### config.mk
export PLATFORM = sky130hd
export DESIGN_NAME = cmd_engine
export DESIGN_NICKNAME = d
export VERILOG_FILES = /design/src/rtl/cmd_engine.sv
export SDC_FILE = /design/constraint.sdc
export NUM_CORES = 1
export LEC_CHECK = 0
export ABC_CLOCK_PERIOD_IN_PS = 14000
export CORE_UTILIZATION = 55
export DETAILED_ROUTE_END_ITERATION = 16
export GPL_TIMING_DRIVEN = 0
export HOLD_SLACK_MARGIN = 0.15
export PLACE_DENSITY = 0.79
export SLEW_MARGIN = 10
export SYNTH_ARGS = -nofsm -noshare
export SYNTH_HDL_FRONTEND = slang
export SYNTH_SLANG_ARGS = --single-unit
### constraint.sdc
create_clock -name iclk -period 14 [get_ports iclk]
set_input_delay 3.5 -clock iclk [delete_from_list [all_inputs] [get_ports iclk]]
set_output_delay 3.5 -clock iclk [all_outputs]
set_load 0.01 [all_outputs]
### src/rtl/cmd_engine.sv
// Purpose : SD CMD-line engine; sends a 48-bit command with CRC7 and receives none/short/long responses with checks and retry.
// Latency : 48 SEND cycles, up to RESP_TIMEOUT wait cycles, 48/136 receive cycles plus one check cycle, then NCC gap cycles.
// Backpr. : no flow control; istart is taken only in IDLE, obusy high otherwise, odone pulses on the first IDLE cycle.
module cmd_engine #(
  parameter int RESP_TIMEOUT = 64,
  parameter int MAX_RETRIES  = 3,
  parameter int NCC          = 8,
  localparam int RW   = (MAX_RETRIES > 0) ? $clog2(MAX_RETRIES + 1) : 1,
  localparam int CMAX = (RESP_TIMEOUT > 136) ? RESP_TIMEOUT : 136,
  localparam int CW   = $clog2(CMAX)
) (
  input  logic          iclk,
  input  logic          irst,
  input  logic          icmd_sd,
  output logic          ocmd_sd,
  input  logic          istart,
  input  logic [5:0]    icmd_index,
  input  logic [31:0]   icmd_arg,
  input  logic [1:0]    iresp_type,
  output logic [127:0]  oresp,
  output logic [5:0]    oresp_index,
  output logic          odone,
  output logic          obusy,
  output logic          oerr_timeout,
  output logic          oerr_crc,
  output logic          oerr_index,
  output logic [RW-1:0] oretry_cnt
);

  localparam logic [2:0] S_IDLE = 3'd0;
  localparam logic [2:0] S_SEND = 3'd1;
  localparam logic [2:0] S_WAIT = 3'd2;
  localparam logic [2:0] S_RCV  = 3'd3;
  localparam logic [2:0] S_GAP  = 3'd4;

  // One CRC7 step, polynomial x^7+x^3+1, data bit shifted in MSB-first.
  function automatic logic [6:0] crc7_step(input logic [6:0] c, input logic b);
    logic fb;
    fb = c[6] ^ b;
    return {c[5:0], 1'b0} ^ (fb ? 7'h09 : 7'h00);
  endfunction

  // CRC7 over the 40 command header/argument bits.
  function automatic logic [6:0] crc7_40(input logic [39:0] d);
    logic [6:0] c;
    c = 7'd0;
    for (int i = 39; i >= 0; i--) c = crc7_step(c, d[i]);
    return c;
  endfunction

  logic [2:0]    r_state;
  logic [CW-1:0] r_cnt;
  logic [5:0]    r_index;
  logic [31:0]   r_arg;
  logic [1:0]    r_type;
  logic [127:0]  r_rx_sr;
  logic [6:0]    r_crc;
  logic          r_retry_pend;
  logic [RW-1:0] r_retry_cnt;
  logic [127:0]  r_resp;
  logic [5:0]    r_resp_index;
  logic          r_done;
  logic          r_err_timeout;
  logic          r_err_crc;
  logic          r_err_index;

  // Command frame is rebuilt from the latched fields, so a retry resends it unchanged.
  logic [39:0]   w_tx_payload;
  logic [47:0]   w_tx_frame;
  logic [5:0]    w_tx_idx;
  assign w_tx_payload = {2'b01, r_index, r_arg};
  assign w_tx_frame   = {w_tx_payload, crc7_40(w_tx_payload), 1'b1};
  assign w_tx_idx     = 6'd47 - r_cnt[5:0];

  // Receive bookkeeping: the start bit is taken in WAIT, so RCV shifts 47 or 135 more bits.
  // Only the low 128 bits are kept; a long frame's start/transmission/reserved bits fall off the top.
  logic          w_long;
  logic [CW-1:0] w_rx_nbits;
  logic [CW-1:0] w_crc_lo;
  logic [CW-1:0] w_crc_hi;
  logic          w_crc_en;
  logic          w_crc_bad;
  logic          w_idx_bad;
  logic          w_fail;
  logic [127:0]  w_rx_resp;
  logic [5:0]    w_rx_index;
  assign w_long     = (r_type == 2'b11);
  assign w_rx_nbits = w_long ? CW'(135) : CW'(47);
  assign w_crc_lo   = w_long ? CW'(7)   : CW'(0);
  assign w_crc_hi   = w_long ? CW'(126) : CW'(38);
  assign w_crc_en   = (r_cnt >= w_crc_lo) && (r_cnt <= w_crc_hi);
  // End-bit errors are reported through the CRC flag; R3 skips only the CRC compare.
  assign w_crc_bad  = ((r_type != 2'b10) && (r_crc != r_rx_sr[7:1])) || !r_rx_sr[0];
  assign w_idx_bad  = (r_type == 2'b01) && (r_rx_sr[45:40] != r_index);
  assign w_fail     = w_crc_bad || w_idx_bad;
  assign w_rx_resp  = w_long ? r_rx_sr : {96'd0, r_rx_sr[39:8]};
  assign w_rx_index = w_long ? 6'd0 : r_rx_sr[45:40];

  assign ocmd_sd      = (r_state == S_SEND) ? w_tx_frame[w_tx_idx] : 1'b1;
  assign obusy        = (r_state != S_IDLE);
  assign odone        = r_done;
  assign oresp        = r_resp;
  assign oresp_index  = r_resp_index;
  assign oerr_timeout = r_err_timeout;
  assign oerr_crc     = r_err_crc;
  assign oerr_index   = r_err_index;
  assign oretry_cnt   = r_retry_cnt;

  // Transaction sequencer: send, await start bit, receive, check/retry, inter-command gap.
  always_ff @(posedge iclk or posedge irst) begin
    if (irst) begin
      r_state       <= S_IDLE;
      r_cnt         <= '0;
      r_index       <= '0;
      r_arg         <= '0;
      r_type        <= '0;
      r_rx_sr       <= '0;
      r_crc         <= '0;
      r_retry_pend  <= 1'b0;
      r_retry_cnt   <= '0;
      r_resp        <= '0;
      r_resp_index  <= '0;
      r_done        <= 1'b0;
      r_err_timeout <= 1'b0;
      r_err_crc     <= 1'b0;
      r_err_index   <= 1'b0;
    end else begin
      r_done <= 1'b0;
      case (r_state)
        S_IDLE: begin
          if (istart) begin
            r_index       <= icmd_index;
            r_arg         <= icmd_arg;
            r_type        <= iresp_type;
            r_err_timeout <= 1'b0;
            r_err_crc     <= 1'b0;
            r_err_index   <= 1'b0;
            r_retry_cnt   <= '0;
            r_retry_pend  <= 1'b0;
            r_cnt         <= '0;
            r_state       <= S_SEND;
          end
        end
        S_SEND: begin
          if (r_cnt == CW'(47)) begin
            r_cnt   <= '0;
            r_state <= (r_type == 2'b00) ? S_GAP : S_WAIT;
          end else begin
            r_cnt <= r_cnt + 1'b1;
          end
        end
        S_WAIT: begin
          if (!icmd_sd) begin
            // Start bit is 0, so the CRC stays at its zero initial value.
            r_rx_sr <= '0;
            r_crc   <= '0;
            r_cnt   <= '0;
            r_state <= S_RCV;
          end else if (r_cnt == CW'(RESP_TIMEOUT - 1)) begin
            r_err_timeout <= 1'b1;
            r_cnt         <= '0;
            r_state       <= S_GAP;
          end else begin
            r_cnt <= r_cnt + 1'b1;
          end
        end
        S_RCV: begin
          if (r_cnt != w_rx_nbits) begin
            r_rx_sr <= {r_rx_sr[126:0], icmd_sd};
            if (w_crc_en) r_crc <= crc7_step(r_crc, icmd_sd);
            r_cnt <= r_cnt + 1'b1;
          end else begin
            // Check cycle: whole frame is in r_rx_sr.
            r_cnt   <= '0;
            r_state <= S_GAP;
            if (!w_fail) begin
              r_resp       <= w_rx_resp;
              r_resp_index <= w_rx_index;
            end else if (r_retry_cnt < RW'(MAX_RETRIES)) begin
              r_retry_cnt  <= r_retry_cnt + 1'b1;
              r_retry_pend <= 1'b1;
            end else begin
              r_err_crc    <= w_crc_bad;
              r_err_index  <= w_idx_bad;
              r_resp       <= w_rx_resp;
              r_resp_index <= w_rx_index;
            end
          end
        end
        S_GAP: begin
          if (r_cnt == CW'(NCC - 1)) begin
            r_cnt <= '0;
            if (r_retry_pend) begin
              r_retry_pend <= 1'b0;
              r_state      <= S_SEND;
            end else begin
              r_done  <= 1'b1;
              r_state <= S_IDLE;
            end
          end else begin
            r_cnt <= r_cnt + 1'b1;
          end
        end
        default: r_state <= S_IDLE;
      endcase
    end
  end

endmodule

==> flow_summary.ini <==
[global_routing]
first_global_vias = 11530
grt_pass1_wl_um = 59620
grt_use_total = 0.2666
grt_max_degree = 123
antenna_found_initial = 0
grt_overflow = 0

[synth]
synth_cells = 1550
synth_fa_ha_area_frac = 0.01005
ys_seq_area_frac = 0.5478
async_flop_share = 1.000
synth-compound-area-share = 0.1244
synthXorXnorAreaFrac = 0.06065
syn_nets = 1606
synth_simple_gate_area_frac = 0.1560
synth-main-ff-cell = dfrtp_1
avgSynthCellArea_um2 = 9.637
yosysUniqueCellTypes = 67
synthMuxAreaShare = 0.06902
ys_ff_latch = 327
syn_area_um2 = 14940
yosys_warnings = 0
synth_edf_count = 0
synth_top_family_by_area = simple AND/OR/NAND/NOR gates

[clock_network]
clkTransAtPathRegs_ns = 0.06
cts_tree = built
cts_made_buffers = 35
ctsHoldBuffers = 0
insertion_delay_ns = 0.52
clock_tree.buffer_depth = 3
post_cts_resized = 0
clock_sinks = 327
cts_setup_buffers = 0
ctsHtreeMaxLevel = 2
root_buffer = clkbuf_16

[die]
start_util = 0.5668
design.die.area_um2 = 27820
rows = 59
core_region_area_um2 = 26350
ioPinCount = 186
fp.dieW_um = 166.8
die_h_um = 166.8

[flow_run]
maxCapViolations = 0

[power_and_ir_drop]
p_int_mw = 2.675
power_switching_mw = 1.543
p_clk_frac = 0.215
share_comb_of_total_power = 0.521
p_leak_nw = 7.573
powerDensity_nw_per_um2 = 228.9
switching_share = 0.3659
vdd_drop_max_mv = 0.5776
power_frac_seq = 0.263

[worst_setup_path]
cp-start-kind = flip-flop
required_ns = 10.50
crit_type = reg2out
critical_path_arrival_ns = 4.03
critPathMaxFanout = 4
cp-startpoint = r_index[4]
reg2reg_from = r_type[0]
cp-end-kind = output port

[layout]
layout-drive-gt1-share = 0.07167
final_cell_mix = 513 x nand2_1, 327 x dfrtp_1, 282 x o21ai_0
finalInstanceArea_um2 = 18430
syn2layout_area_growth_pct = 23.39
multi_input_area_um2 = 6275
fin_nets = 1830
nFillCells = 1971
diodes = 0
final_common_cell = nand2_1
regArea_um2 = 8183

[route]
wl_um = 35800
dr.pass1.iters = 6
wl_per_cell_um = 16.77
drcViolationCount = 0
drtIter0Drc = 1052
routed_via_density = 5.587
vias = 11930
ant_nets = 0

[placement]
place.port_buffers = 184
dpl-instance-area_um2 = 17290
dp_hpwl_um = 25590
gp_congestion = 0.8473

[sta]
relSlewSlack = 0.3070
max_freq_mhz = 132.9
worstMarginPinSlew_ns = 1.033
final.min_clock_period_ns = 7.526
hold_violations = 0
drv_slew = 0
skew_ns = 0.01774
rsz0062_at_grt = false
period_share = 0.5375
finalSetupViolations = 0
setup-tns-final_ns = 0

[worst_hold_path]
hold_class = reg2reg
min_from = oresp[88]

[status]
status = finished clean
-- registers in the layout, summed over array words and instances (netlist names) --
register,flops
r_rx_sr,128
r_index,6
r_arg,32
oresp,128
oresp_index,6
oerr_crc,1
odone,1
r_retry_pend,1
r_state,3
r_cnt,8
r_type,2
r_crc,7
oretry_cnt,2
oerr_index,1
oerr_timeout,1
-- per-stage QoR --
| step | hold WS, ns | utilization | power (mW) | std cells | worst slack, ns |
|---|---|---|---|---|---|
| after CTS | 0.4821 | 0.6993 | 4.208 | 2135 | 6.501 |
| after global placement | 0.4622 | 0.6526 | 3.271 | 2069 | -2.121 |
| after detailed placement | 0.4692 | 0.6560 | 3.293 | 2072 | 7.057 |
| final | 0.4759 | 0.6993 | 4.218 | 2135 | 6.474 |
| after floorplan | 0.4355 | - | 2.907 | 1550 | 1.445 |
| after global routing | 0.4995 | 0.6993 | 4.444 | 2135 | 6.369 |
-- kinds of logic after synthesis --
group,after synthesis
compound gates,342
xor+xnor,72
fa+ha+maj,12
buf+inv,124
flops,327
mux,89
simple gates,584
-- worst paths after layout --
check	endpoint	slack, ns	cells past startpoint
setup reg to reg	r_rx_sr[117]	9.87	11
hold reg to reg	oresp[88]	0.48	2
setup / recovery	ocmd_sd	6.47	9
hold / removal	oresp[88]	0.48	2
min in group asynchronous	r_rx_sr[55]	3.55	3
max in group asynchronous	oresp[112]	9.42	4
-- metal layers --
metal	global-route usage	wire (um)
met5	0	0
met1	0.3638	15550
met2	0.4481	17520
met3	0.03660	1857
met4	0.07649	868
-- cell type report --
| type | instances | area share |
|---|---|---|
| plain buffers | 108 | 0.02274 |
| multi-input cells | 1099 | 0.3405 |
| repair buffers | 187 | 0.1044 |
| flip-flops and latches | 327 | 0.4440 |
| inverters | 16 | 0.003666 |
| clock inverters | 18 | 0.009165 |
| well taps | 335 | 0.02274 |
| clock buffers | 45 | 0.05282 |
-- worst max-delay path: stages, from the launching register on --
cell and delay [ns]:
dfrtp_1 0.51, xnor3_2 0.53, xor2_4 0.18, xnor3_2 0.49, xnor2_2 0.22, xnor3_1 0.49, and3_1 0.20, o31ai_1 0.24
nand3_1 0.16, clkdlybuf4s50_1 0.51
-- power groups by stage --
stage	Combinational (mW)	Clock [mW]	Sequential, mW
after global placement	2.15	0	1.12
after floorplan	1.81	0	1.10
after CTS	2.17	0.922	1.11
after detailed placement	2.16	0	1.13
final	2.20	0.908	1.11
after global routing	2.36	0.964	1.12
-- synthesized netlist by cell type (3+ instances only) --
cell        n  area (um2)
nand2_1   513        1926
dfrtp_1   327        8183
o21ai_0   282        1411
clkbuf_1  102       382.9
mux2i_1    43       430.4
mux2_2     39       439.2
xnor2_1    36       315.3
nor2_1     17       63.81
inv_1      15       56.30
xor2_1     15       131.4
ha_1       12       150.1
a21oi_1    11       55.05
nor3_1      8       40.04
xnor3_1     8       180.2
a22o_1      7       61.31
nand3_1     7       35.03
mux4_2      6       135.1
nor2b_1     6       37.54
nor4_1      5       31.28
xnor2_2     5       81.33
xnor3_2     5       118.9
a31oi_1     4       25.02
and2_1      4       25.02
nand2b_1    4       25.02
a311oi_1    3       26.28
and3_1      3       18.77
nand3b_1    3       22.52
nand4_1     3       18.77
nor3b_1     3       22.52
o21ai_1     3       15.01
o31ai_1     3       22.52
(Power assumes the default switching activity.)
